[src/rtl/keypad_pkg.sv]
// Shared key codes and the entry FSM state type for the keypad entry controller.
package keypad_pkg;

    localparam logic [3:0] KEY_BKSP   = 4'hA;
    localparam logic [3:0] KEY_COMMIT = 4'hB;
    localparam logic [3:0] KEY_IGNORE = 4'hC;
    localparam logic [3:0] KEY_CLEAR  = 4'hD;
    localparam logic [3:0] KEY_NEXT   = 4'hE;
    localparam logic [3:0] KEY_IDLE   = 4'hF;

    typedef enum logic [1:0] {
        StEntry = 2'd0,
        StWait  = 2'd1,
        StDone  = 2'd2
    } entry_state_t;

    function automatic logic is_digit(input logic [3:0] code);
        return code <= 4'd9;
    endfunction

endpackage

[src/rtl/key_press_detect.sv]
// Press detector: one-cycle key_event for the first non-idle sample that follows
// IDLE_SAMPLES consecutive idle samples; a held key yields a single event.
module key_press_detect
    import keypad_pkg::*;
#(
    parameter int unsigned IDLE_SAMPLES = 2
) (
    input  logic       clk,
    input  logic       rst,
    input  logic [3:0] key_code,
    output logic       key_event
);

    // One bit per past sample, set when that sample was idle
    logic [IDLE_SAMPLES-1:0] idle_hist_q;
    logic                    key_event_q;
    logic                    sample_idle;

    assign sample_idle = (key_code == KEY_IDLE);

    // Shift in the idle flag each cycle and flag a fresh press
    always_ff @(posedge clk or negedge rst) begin
        if (!rst) begin
            idle_hist_q <= '1;
            key_event_q <= 1'b0;
        end else begin
            key_event_q <= !sample_idle && (&idle_hist_q);
            idle_hist_q <= IDLE_SAMPLES'({idle_hist_q, sample_idle});
        end
    end

    assign key_event = key_event_q;

endmodule

[src/rtl/keypad_entry_ctrl.sv]
// Keypad entry controller: collects BCD operands from scanner key codes, with a
// hold-off period after every accepted key and a commit/done state.
module keypad_entry_ctrl
    import keypad_pkg::*;
#(
    parameter int unsigned NUM_DIGITS   = 4,
    parameter int unsigned NUM_OPERANDS = 2,
    parameter int unsigned WAIT_CYCLES  = 17_550_000,
    parameter int unsigned IDLE_SAMPLES = 2
) (
    input  logic                               clk,
    input  logic                               rst,
    input  logic [3:0]                         key_code,
    output logic [NUM_OPERANDS*NUM_DIGITS*4-1:0] operands,
    output logic [NUM_OPERANDS*4-1:0]          digit_cnt,
    output logic [1:0]                         active_idx,
    output logic                               busy,
    output logic                               done,
    output logic                               overflow,
    output logic [15:0]                        disp_data
);

    localparam int unsigned OP_W  = NUM_DIGITS * 4;
    localparam int unsigned CNT_W = $clog2(WAIT_CYCLES + 1);
    localparam logic [CNT_W-1:0] WAIT_LAST = CNT_W'(WAIT_CYCLES - 1);

    entry_state_t                     state_q;
    entry_state_t                     ret_q;
    logic [NUM_OPERANDS*OP_W-1:0]     ops_q;
    logic [NUM_OPERANDS*4-1:0]        cnt_q;
    logic [1:0]                       idx_q;
    logic                             busy_q;
    logic                             done_q;
    logic                             overflow_q;
    logic [CNT_W-1:0]                 wait_cnt_q;
    logic [3:0]                       key_q;
    logic                             key_event;

    logic [OP_W-1:0]                  cur_op;
    logic [3:0]                       cur_cnt;
    logic [OP_W-1:0]                  op_push;
    logic [OP_W-1:0]                  op_pop;
    logic [1:0]                       idx_next;
    logic [OP_W+11:0]                 disp_pad;

    key_press_detect #(
        .IDLE_SAMPLES(IDLE_SAMPLES)
    ) u_press (
        .clk      (clk),
        .rst      (rst),
        .key_code (key_code),
        .key_event(key_event)
    );

    // Delay the key code so it lines up with the registered key_event
    always_ff @(posedge clk or negedge rst) begin
        if (!rst) begin
            key_q <= KEY_IDLE;
        end else begin
            key_q <= key_code;
        end
    end

    // Select the active operand and precompute its edited forms
    always_comb begin
        cur_op  = '1;
        cur_cnt = '0;
        for (int k = 0; k < int'(NUM_OPERANDS); k++) begin
            if (idx_q == 2'(k)) begin
                cur_op  = ops_q[k*OP_W +: OP_W];
                cur_cnt = cnt_q[k*4 +: 4];
            end
        end
        op_push  = OP_W'({cur_op, key_q});
        op_pop   = OP_W'(cur_op >> 4) | (OP_W'(4'hF) << (OP_W - 4));
        idx_next = (idx_q == 2'(NUM_OPERANDS - 1)) ? 2'd0 : idx_q + 2'd1;
    end

    // Entry FSM with registered outputs and all operand storage
    always_ff @(posedge clk or negedge rst) begin
        if (!rst) begin
            state_q    <= StEntry;
            ret_q      <= StEntry;
            ops_q      <= '1;
            cnt_q      <= '0;
            idx_q      <= 2'd0;
            busy_q     <= 1'b0;
            done_q     <= 1'b0;
            overflow_q <= 1'b0;
            wait_cnt_q <= '0;
        end else begin
            overflow_q <= 1'b0;
            case (state_q)
                StEntry: begin
                    if (key_event) begin
                        if (is_digit(key_q)) begin
                            if (cur_cnt < 4'(NUM_DIGITS)) begin
                                for (int k = 0; k < int'(NUM_OPERANDS); k++) begin
                                    if (idx_q == 2'(k)) begin
                                        ops_q[k*OP_W +: OP_W] <= op_push;
                                        cnt_q[k*4 +: 4]       <= cur_cnt + 4'd1;
                                    end
                                end
                                state_q <= StWait;
                                ret_q   <= StEntry;
                                busy_q  <= 1'b1;
                            end else begin
                                overflow_q <= 1'b1;
                            end
                        end else begin
                            case (key_q)
                                KEY_BKSP: begin
                                    if (cur_cnt != 4'd0) begin
                                        for (int k = 0; k < int'(NUM_OPERANDS); k++) begin
                                            if (idx_q == 2'(k)) begin
                                                ops_q[k*OP_W +: OP_W] <= op_pop;
                                                cnt_q[k*4 +: 4]       <= cur_cnt - 4'd1;
                                            end
                                        end
                                        state_q <= StWait;
                                        ret_q   <= StEntry;
                                        busy_q  <= 1'b1;
                                    end
                                end
                                KEY_COMMIT: begin
                                    state_q <= StWait;
                                    ret_q   <= StDone;
                                    busy_q  <= 1'b1;
                                end
                                KEY_CLEAR: begin
                                    ops_q   <= '1;
                                    cnt_q   <= '0;
                                    idx_q   <= 2'd0;
                                    state_q <= StWait;
                                    ret_q   <= StEntry;
                                    busy_q  <= 1'b1;
                                end
                                KEY_NEXT: begin
                                    idx_q   <= idx_next;
                                    state_q <= StWait;
                                    ret_q   <= StEntry;
                                    busy_q  <= 1'b1;
                                end
                                default: ; // KEY_IGNORE and idle do nothing
                            endcase
                        end
                    end
                end
                StWait: begin
                    // Key events arriving here are dropped on purpose
                    if (wait_cnt_q == WAIT_LAST) begin
                        wait_cnt_q <= '0;
                        state_q    <= ret_q;
                        busy_q     <= 1'b0;
                        done_q     <= (ret_q == StDone);
                    end else begin
                        wait_cnt_q <= wait_cnt_q + 1'b1;
                    end
                end
                StDone: begin
                    if (key_event && key_q == KEY_CLEAR) begin
                        ops_q   <= '1;
                        cnt_q   <= '0;
                        idx_q   <= 2'd0;
                        state_q <= StWait;
                        ret_q   <= StEntry;
                        busy_q  <= 1'b1;
                        done_q  <= 1'b0;
                    end
                end
                default: begin
                    state_q <= StEntry;
                end
            endcase
        end
    end

    // Display: operand tag then three low digits; missing positions read F
    always_comb begin
        disp_pad  = {12'hFFF, cur_op};
        disp_data = {4'hA + {2'b00, idx_q}, disp_pad[11:0]};
    end

    assign operands   = ops_q;
    assign digit_cnt  = cnt_q;
    assign active_idx = idx_q;
    assign busy       = busy_q;
    assign done       = done_q;
    assign overflow   = overflow_q;

endmodule

[config.mk]
export PLATFORM = sky130hd
export DESIGN_NAME = keypad_entry_ctrl
export DESIGN_NICKNAME = d
export VERILOG_FILES = /design/src/rtl/keypad_pkg.sv /design/src/rtl/key_press_detect.sv /design/src/rtl/keypad_entry_ctrl.sv
export SDC_FILE = /design/constraint.sdc
export NUM_CORES = 1
export LEC_CHECK = 0
export BUFFER_PORTS_ARGS = -buffer_cell sky130_fd_sc_hd__buf_2
export CAP_MARGIN = 20
export CORE_UTILIZATION = 63
export CTS_BUF_LIST = sky130_fd_sc_hd__clkbuf_2 sky130_fd_sc_hd__clkbuf_4 sky130_fd_sc_hd__clkbuf_8
export DETAILED_ROUTE_END_ITERATION = 10
export MAX_ROUTING_LAYER = met4
export PLACE_DENSITY_LB_ADDON = 0.3
export SLEW_MARGIN = 20
export SYNTH_ARGS = -nofsm -noshare
export SYNTH_HDL_FRONTEND = slang
export SYNTH_SLANG_ARGS = --single-unit
[constraint.sdc]
create_clock -name clk -period 4.6 [get_ports clk]
set_input_delay 0.46 -clock clk [delete_from_list [all_inputs] [get_ports clk]]
set_output_delay 0.46 -clock clk [all_outputs]
set_load 0.005 [all_outputs]
== Word-level counts from Yosys, hierarchy flattened ==
Index checks and enable logic that the tools add are counted.

* Mux-type cells: 62
* Reductions and logical operators: 19
* $add $sub $neg: 5
* Equal/unequal tests: 24
* Order comparisons: 2

{| class="wikitable"
|+ Operators with widths
! kind !! count
|-
| two-way mux 32 bit || 5
|-
| one-hot mux 32 bit (2 select lines) || 2
|-
| two-way mux 16 bit || 6
|-
| two-way mux 8 bit || 5
|-
| one-hot mux 8 bit (2 select lines) || 2
|-
| two-way mux 2 bit || 14
|-
| adder 25 x 1 -> 25 bit (second input constant) || 1
|-
| == test 25 bit (second input constant) || 1
|-
| two-way mux 25 bit || 1
|-
| two-way mux 4 bit || 6
|-
| == test 4 bit (second input constant) || 5
|-
| one-hot mux 2 bit (2 select lines) || 4
|-
| AND reduction 8 bit || 2
|-
| != test 3 bit (second input constant) || 5
|-
| two-way mux 1 bit || 12
|-
| one-hot mux 2 bit (3 select lines) || 2
|-
| AND reduction 6 bit || 2
|-
| != test 4 x 3 -> 1 bit (second input constant) || 2
|-
| AND reduction 7 bit || 1
|-
| != test 2 bit (second input constant) || 3
|-
| != test 5 x 3 -> 1 bit (second input constant) || 1
|-
| AND reduction 5 bit || 1
|-
| adder 4 x 1 -> 4 bit (second input constant) || 1
|-
| adder 4 x 2 -> 4 bit (first input constant) || 1
|-
| 21 further kinds || 27
|}

* Flip-flop bits (word level): 81
* Output and inout port bits: 61

== Depth between registers and ports, before layout ==
Gate-level depths: netlist of run 1.

* Depth after elaboration: 10
* Gate-level depth with buffers: 12
* Depth with buffers taken out: 9

== Hierarchy ==
A second synthesis of run 1 with hierarchy kept.

* Cell total of the unflattened synthesis: 399
* Area, all modules: 4395.5 µm²

{| class="wikitable"
|+ Modules (own cells, without submodules)
! module !! cells each !! area each (µm²) !! times used
|-
| keypad_entry_ctrl || 393 || 4296.6 || 1
|-
| key_press_detect || 6 || 98.8 || 1
|}

== Worst setup path before layout of run 1 ==
No wires, ideal clock.

* Path type: register to register
* Start: reg idx_q[0] (netlist: active_idx[0])
* End: reg cnt_q[5] (netlist: digit_cnt[5])
* Cell stages (with the launch flop): 13
* Setup slack: 1.922 ns
* Path buffers: 3
* Setup time: 0.125 ns
* Data required time: 4.475 ns
* Arrival time: 2.553 ns
* Path through: dfrtp_1 buf_2 buf_2 mux2i_1 nor2_1 inv_1 ha_1 and4b_1 mux2i_1 o2111ai_2 nor3_2 buf_6 mux2_2

* Word-level cells in the longest chain between the ends: 10

{| class="wikitable"
|+ RTL lines
! what !! line !! RTL
|-
| start: declaration || keypad_entry_ctrl.sv:31 || <nowiki>logic [1:0] idx_q;</nowiki>
|-
| start signal: assignment || keypad_entry_ctrl.sv:139 || <nowiki>idx_q <= idx_next;</nowiki>
|-
| zero test 2 bit || keypad_entry_ctrl.sv:69 || <nowiki>if (idx_q == 2'(k)) begin</nowiki>
|-
| two-way mux 4 bit (2 in a row) || keypad_entry_ctrl.sv:69 ||
|-
| subtractor 4 x 1 -> 4 bit || keypad_entry_ctrl.sv:117 || <nowiki>cnt_q[k*4 +: 4] <= cur_cnt - 4'd1;</nowiki>
|-
| two-way mux 4 bit || keypad_entry_ctrl.sv:115 || <nowiki>if (idx_q == 2'(k)) begin</nowiki>
|-
| two-way mux 8 bit || keypad_entry_ctrl.sv:113 || <nowiki>if (cur_cnt != 4'd0) begin</nowiki>
|-
| one-hot mux 8 bit (2 select lines) || keypad_entry_ctrl.sv:111 || <nowiki>case (key_q)</nowiki>
|-
| two-way mux 8 bit || keypad_entry_ctrl.sv:96 || <nowiki>if (is_digit(key_q)) begin</nowiki>
|-
| two-way mux 8 bit || keypad_entry_ctrl.sv:95 || <nowiki>if (key_event) begin</nowiki>
|-
| one-hot mux 8 bit (2 select lines) || keypad_entry_ctrl.sv:93 || <nowiki>case (state_q)</nowiki>
|-
| end signal: indexed assignment || keypad_entry_ctrl.sv:101 || <nowiki>cnt_q[k*4 +: 4] <= cur_cnt + 4'd1;</nowiki>
|-
| end signal: indexed assignment || keypad_entry_ctrl.sv:117 ||
|-
| end: declaration || keypad_entry_ctrl.sv:30 || <nowiki>logic [NUM_OPERANDS*4-1:0] cnt_q;</nowiki>
|}

Several ways; a longest one is shown, not always the timed one. The select of a mux whose other input is x is not followed.
A chain may end at the register's enable or synchronous reset.

== Worst setup path in the final report of run 1 ==
* Start: reg idx_q[0] (netlist: active_idx[0])
* End: reg cnt_q[7] (netlist: digit_cnt[7])

Same word-level chain as after synthesis.

==> flow_metrics.env, run 1 <==
export IMPL_slew_violations=0
export IMPL_path_cells="mux2i_1, nor2_1, inv_1, ha_1, and4b_1, mux2i_1, o2111ai_2, nor3_2, buf_4, mux2_2"
export IMPL_netlist_instances=400
export IMPL_syn_avg_cell_area_um2=10.6
export IMPL_p_leak_uw=0.00239
export IMPL_drt_iter0_drc=309
export IMPL_gp_congestion=0.875
export IMPL_grt_use_total=0.287
export IMPL_ir_drop_mv=0.215
export IMPL_synth_edff_count=0
export IMPL_cts_hold_buffers=0
export IMPL_seq_area_frac_synth=0.486
export IMPL_numPortBuffers=65
export IMPL_cts_resized=0
export IMPL_yosys_warnings=0
export IMPL_crit_reg2reg_launch="active_idx[0]"
export IMPL_fin_area_mm2=0.00476
export IMPL_setup_tns_ps=0
export IMPL_drt_total_wl_um=9290
export IMPL_syn_nets=410
export IMPL_cpMostUsedCell="mux2i_1"
export IMPL_min_path_cells=1
export IMPL_clockRootBuffer="clkbuf_8"
export IMPL_final_setup_viol_count=0
export IMPL_outcome="finished, violations left"
export IMPL_cp_end_kind="register"
export IMPL_start_kind="register"
export IMPL_dr_pass1_iters=8
export IMPL_worst_pin_slew_ps=963
export IMPL_crit_path_max_incr_delay_ps=650
export IMPL_hold_violations=0
export IMPL_hp_class="primary input to register"
export IMPL_crit_required_ps=4830
export IMPL_hold_path_end="key_q[2]"
export IMPL_nets=471
export IMPL_critical_path_top_delay_family="multiplexers"
export IMPL_synth_top_area_cell="dfrtp_1"
export IMPL_ys_types=55
export IMPL_ioPinCount=67
export IMPL_power_density_mw_per_mm2=329
export IMPL_fp_dieH_um=83.8
export IMPL_cts_setup_buffers=0
export IMPL_maxCapViolations=0
export IMPL_ys_seq_elements=80
export IMPL_numCtsBuffers=9
export IMPL_rrSetupSlack_ps=1710
export IMPL_fin_crit_sh=0.629
export IMPL_synth_area_leaders="dfrtp_1 (25%), dfstp_2 (24%), mux2_2 (9.3%)"
export IMPL_htreeDepth=3
export IMPL_viasPerCell=6.08
export IMPL_core_area_mm2=0.00642
export IMPL_drc=12
export IMPL_grt_setup_unrepaired="false"
export IMPL_slew_headroom=0.358
export IMPL_path_buf_inv=2
export IMPL_worst_path_max_fanout=20
export IMPL_cts_tree="built"
export IMPL_hp_start="key_code[2]"
export IMPL_ys_flop_type="dfrtp_1"
export IMPL_clk_pin_slew_ps=80
export IMPL_final_core_util=0.741
export IMPL_violations="design-rule violations"
export IMPL_netlist_area_mm2=0.00422
export IMPL_synth_most_common_cell="dfrtp_1"
export IMPL_dieArea_mm2=0.00703
export IMPL_grt_ovfl_total=0
export IMPL_wl_per_cell_um=17.1
export IMPL_ff2ff_path_depth=10
export IMPL_ant_nets=0
export IMPL_fin_skew_ps=10.5
export IMPL_criticalPathCategory="register to register"
export IMPL_finalPower_uw=1570
export IMPL_die_x_um=83.8
export IMPL_synth_top_area_share=0.249
export IMPL_grt_max_degree=81
export IMPL_hpwl_um=6480
export IMPL_area_growth_pct=12.8
export IMPL_grt_pass1_vias=3055
export IMPL_insertion_delay_ps=350
export IMPL_grt_pass1_wl_um=15300
export IMPL_antenna_found_initial=0
export IMPL_n_antenna_cell=0
export IMPL_synth_commonest_cells="dfrtp_1 (42), dfstp_2 (38), nand2_1 (37)"
export IMPL_ctsLongestPathBuffers=2
export IMPL_start_util=0.657
export IMPL_reg2reg_to="digit_cnt[7]"
export IMPL_num_rows=29
export IMPL_clock_sinks=80
export IMPL_max_freq_ghz=0.346
export IMPL_dpl_cell_area_mm2=0.00455
export IMPL_min_period_ps=2890
export IMPL_crit_slowest_cell="dfrtp_1"
export IMPL_cp_arrival_ps=3120
export IMPL_num_vias=3303
export IMPL_drive_gt1_frac=0.356
export IMPL_ys_async_sr_fraction=1.00
-- cell families after synthesis --
| group | Yosys count | share of synthesized area |
|---|---|---|
| compound gates | 63 | 0.0981 |
| xor+xnor | 19 | 0.0394 |
| fa+ha+maj | 4 | 0.0119 |
| buf+inv | 35 | 0.0433 |
| flops | 80 | 0.486 |
| mux | 56 | 0.144 |
| other cells | 1 | 0.000889 |
| simple gates | 142 | 0.176 |
-- metrics by stage --
step,hold WS (ps),instances,setup WS [ps]
6_report,216,543,1710
5_1_grt,198,543,1440
4_1_cts,201,543,1720
3_5_place_dp,360,527,1740
3_3_place_gp,358,527,1820
2_1_floorplan,164,400,1920
-- worst max path at each step --
stage | startpoint | end | slack, ps | cells after the start
detailed placement | active_idx[0] | digit_cnt[7] | 1740 | 10
floorplan | active_idx[0] | digit_cnt[5] | 1920 | 12
finish | active_idx[0] | digit_cnt[7] | 1710 | 10
CTS | active_idx[0] | digit_cnt[7] | 1720 | 10
global route | active_idx[0] | digit_cnt[7] | 1440 | 10
global placement | active_idx[0] | digit_cnt[7] | 1820 | 10
-- placed cells by master (no fill, tap or decap), types with 3 or more instances in the layout --
cell	synthesis	layout
dfrtp_1	42	42
a211oi_1	7	7
nor3_1	8	8
nor2b_1	9	9
or3_1	5	5
and4b_1	3	3
mux2_2	35	35
nand3_1	10	10
inv_1	15	15
mux2i_1	17	17
and3_1	8	8
a22oi_1	3	3
buf_2	7	64
a21o_1	3	3
and4_1	3	3
a2bb2oi_1	4	4
mux2_1	4	4
dfstp_2	38	38
nand4_1	7	7
o21ai_0	14	14
nand2_1	37	37
nor2_1	33	33
nand2b_1	3	3
a21oi_1	18	18
clkbuf_8	0	10
xor2_1	9	9
buf_4	3	5
xnor2_1	10	10
nand3b_1	3	3
ha_1	4	4
-- layout make-up --
class,count,area (µm²)
flip-flops and latches,80,2050
multi-input cells,285,1990
fillers,473,1660
repair buffers,69,358
clock buffers,11,145
well taps,77,96.3
clock inverters,5,62.6
inverters,16,60.1
-- worst register-to-register path, stage by stage (launching register included) --
cell and delay [ps]:
dfrtp_1 650, mux2i_1 140, nor2_1 210, inv_1 100, ha_1 200, and4b_1 170, mux2i_1 200, o2111ai_2 180
nor3_2 210, buf_4 310, mux2_2 380
-- power breakdown --
group | total (µW) | switching, µW | internal, µW | leakage [µW]
Sequential | 832 | 59.7 | 772 | 0.000950
Combinational | 198 | 108 | 90.5 | 0.00133
Clock | 537 | 260 | 277 | 0.000108
-- registers in the layout, indices dropped and copies added, names as in the netlist --
signal,flops
active_idx,2
overflow,1
operands,32
done,1
u_press.key_event,1
ret_q,1
u_press.idle_hist_q,2
busy,1
wait_cnt_q,25
key_q,4
digit_cnt,8
state_q,2
-- metal layers --
layer,part of all wire,up-vias,global-route usage
li1,-,1535,-
met1,0.45,1612,0.398
met2,0.48,143,0.434
met3,0.060,13,0.0613
met4,0.015,0,0.0721
met5,0,-,-
Note: power is estimated with default switching activity, not from simulation.
==> run 2, diff against run 1 <==
--- a/config.mk
+++ b/config.mk
@@ -5,9 +5,10 @@
 export SDC_FILE = /design/constraint.sdc
 export NUM_CORES = 1
 export LEC_CHECK = 0
+export ABC_AREA = 1
 export BUFFER_PORTS_ARGS = -buffer_cell sky130_fd_sc_hd__buf_2
 export CAP_MARGIN = 20
-export CORE_UTILIZATION = 63
+export CORE_UTILIZATION = 53
 export CTS_BUF_LIST = sky130_fd_sc_hd__clkbuf_2 sky130_fd_sc_hd__clkbuf_4 sky130_fd_sc_hd__clkbuf_8
 export DETAILED_ROUTE_END_ITERATION = 10
 export MAX_ROUTING_LAYER = met4
==> constraint.sdc (replaced) <==
create_clock -name clk -period 2.35 [get_ports clk]
set_input_delay 0.235 -clock clk [delete_from_list [all_inputs] [get_ports clk]]
set_output_delay 0.235 -clock clk [all_outputs]
set_load 0.005 [all_outputs]
==> flow_metrics.env, run 2 <==
export IMPL_outcome="finished, final reports clean"
export IMPL_drive_gt1_frac=0.241
export IMPL_seq_area_frac_synth=0.463
export IMPL_nets=661
export IMPL_start_kind="register"
export IMPL_cts_setup_buffers=0
export IMPL_clock_sinks=80
export IMPL_netlist_instances=578
export IMPL_fin_crit_sh=0.927
export IMPL_n_antenna_cell=0
export IMPL_ys_types=40
export IMPL_cp_arrival_ps=2450
export IMPL_ioPinCount=67
export IMPL_wl_per_cell_um=14.2
export IMPL_ys_seq_elements=80
export IMPL_num_vias=4061
export IMPL_clk_pin_slew_ps=80
export IMPL_path_buf_inv=3
export IMPL_cpMostUsedCell="nand2_1"
export IMPL_ys_flop_type="dfrtp_1"
export IMPL_max_freq_ghz=0.459
export IMPL_largest_reg_flops=32
export IMPL_criticalPathCategory="register to register"
export IMPL_final_core_util=0.654
export IMPL_maxCapViolations=0
export IMPL_antenna_found_initial=0
export IMPL_nFillCells=675
export IMPL_crit_required_ps=2620
export IMPL_drc=0
export IMPL_ir_drop_mv=0.681
export IMPL_syn_avg_cell_area_um2=7.66
export IMPL_gp_congestion=0.927
export IMPL_worst_path_max_fanout=16
export IMPL_synth_edff_count=0
export IMPL_hold_violations=0
export IMPL_grt_ovfl_total=0
export IMPL_synth_area_leaders="dfrtp_1 (24%), dfstp_2 (23%), nand2_1 (17%)"
export IMPL_htreeDepth=3
export IMPL_insertion_delay_ps=350
export IMPL_slew_violations=0
export IMPL_slew_headroom=0.639
export IMPL_crit_path_max_incr_delay_ps=440
export IMPL_drt_iter0_drc=246
export IMPL_multi_input_area_mm2=0.00198
export IMPL_path_cells="inv_2, nand2_2, o21ai_4, inv_1, ha_1, nand2_1, nor2_1, nand2_1, nand2_1, nor2_2, nand2_1, buf_4, nand2_1, nand2_1"
export IMPL_numPortBuffers=65
export IMPL_cts_tree="built"
export IMPL_num_rows=32
export IMPL_min_period_ps=2180
export IMPL_grt_use_total=0.278
export IMPL_numCtsBuffers=9
export IMPL_synth_top_area_cell="dfrtp_1"
export IMPL_ant_nets=0
export IMPL_dr_pass1_iters=5
export IMPL_hp_class="register to register"
export IMPL_final_cell_mix="nand2_1 (205), inv_1 (68), buf_2 (64), nor2_1 (45), dfrtp_1 (41)"
export IMPL_grt_setup_unrepaired="false"
export IMPL_fin_area_mm2=0.00516
export IMPL_clockRootBuffer="clkbuf_8"
export IMPL_synth_commonest_cells="nand2_1 (205), inv_1 (68), nor2_1 (45)"
export IMPL_core_area_mm2=0.00789
export IMPL_fp_dieH_um=93.4
export IMPL_viasPerCell=5.36
export IMPL_drt_total_wl_um=10800
export IMPL_grt_pass1_wl_um=18300
export IMPL_critical_path_top_delay_family="simple AND/OR/NAND/NOR gates"
export IMPL_power_density_mw_per_mm2=1170
export IMPL_final_common_cell="nand2_1"
export IMPL_worst_pin_slew_ps=538
export IMPL_grt_max_degree=81
export IMPL_final_setup_viol_count=0
export IMPL_fin_skew_ps=13.9
export IMPL_area_growth_pct=16.5
export IMPL_seq_area_mm2=0.00205
export IMPL_cp_end_kind="register"
export IMPL_grt_pass1_vias=3895
export IMPL_netlist_area_mm2=0.00443
export IMPL_setup_tns_ps=0
export IMPL_ctsLongestPathBuffers=2
export IMPL_ys_async_sr_fraction=1.00
export IMPL_yosys_warnings=0
export IMPL_dieArea_mm2=0.00872
export IMPL_hpwl_um=7810
export IMPL_crit_slowest_cell="dfrtp_1"
export IMPL_syn_nets=588
export IMPL_p_leak_uw=0.00268
export IMPL_dpl_cell_area_mm2=0.00485
export IMPL_synth_most_common_cell="nand2_1"
export IMPL_synth_top_area_share=0.237
export IMPL_die_x_um=93.4
export IMPL_start_util=0.561
## run 2: changes by cell type after synthesis, sizes merged, moves of 9 or more
| cell | previous run | this run |
|---|---|---|
| o22ai | 2 | 16 |
| nor2b | 11 | 0 |
| nor2 | 33 | 51 |
| nand2 | 37 | 209 |
| mux2 | 39 | 0 |
| inv | 15 | 71 |
| xnor2 | 10 | 1 |
| a21oi | 18 | 9 |
| mux2i | 17 | 0 |
| nand3 | 10 | 39 |
## run 2: area by class of cell
cell class,count,area share
Tap cell,102,0.0247
Sequential cell,80,0.398
Timing Repair Buffer,83,0.0946
Clock buffer,11,0.0269
Multi-Input combinational cell,404,0.383
Inverter,73,0.0531
Clock inverter,5,0.0201
## run 2: worst register-to-register path: stages (launching register included)
cell     delay, ps
dfrtp_1        440
inv_2           90
nand2_2        120
o21ai_4        200
inv_1          110
ha_1           190
nand2_1         60
nor2_1          40
nand2_1        110
nand2_1         90
nor2_2         110
nand2_1        140
buf_4          230
nand2_1         90
nand2_1         60
## run 2: logic make-up (layout without fill, tap and decap cells)
group	Yosys count	count (layout)	synth area share
buffers and inverters	94	172	0.0936
XOR/XNOR	12	12	0.0237
adder cells (fa/ha/maj)	4	4	0.0113
AO/OA/AOI/OAI	56	56	0.0820
flip-flops	80	80	0.463
other	1	1	0.000847
AND/OR/NAND/NOR	331	331	0.326
## run 2: metrics by stage
| stage | hold WS, ps | std cells | power (µW) | setup slack (ps) |
|---|---|---|---|---|
| finish | 372 | 758 | 6040 | 171 |
| global route | 381 | 758 | 6490 | 6.11 |
| CTS | 370 | 758 | 6030 | 145 |
| detailed placement | 291 | 737 | 4780 | 173 |
| global placement | 287 | 737 | 4710 | 358 |
| floorplan | -60.6 | 578 | 3800 | 349 |
## run 2: power breakdown
part           internal [µW]  total [µW]  switching [µW]
Clock                    732        1240             506
Sequential              1990        2370             384
Combinational            994        2430            1440
## run 2: what timing repair did
action / in CTS / in global routing
hold buffers: 5 / 0
hold endpoints to repair: 46 / 0
endpoints found under the setup margin: 0 / 13
resized for setup: 0 / 3
## run 2: worst paths after layout
path	from	end	slack [ps]	cells past startpoint
setup reg to reg	active_idx[1]	operands[15]	170	14
hold / removal	u_press.idle_hist_q[0]	u_press.idle_hist_q[1]	370	0
hold reg to reg	u_press.idle_hist_q[0]	u_press.idle_hist_q[1]	370	0
min in group asynchronous	rst	wait_cnt_q[3]	430	3
max in group asynchronous	rst	operands[27]	1530	3
setup / recovery	active_idx[1]	operands[15]	170	14
## run 2: layer usage
layer / share of wire / wire, µm / track usage
met5: 0 / 0 / -
met2: 0.48 / 5200 / 0.449
met3: 0.063 / 684 / 0.0423
met4: 0.019 / 206 / 0.113
met1: 0.44 / 4700 / 0.352
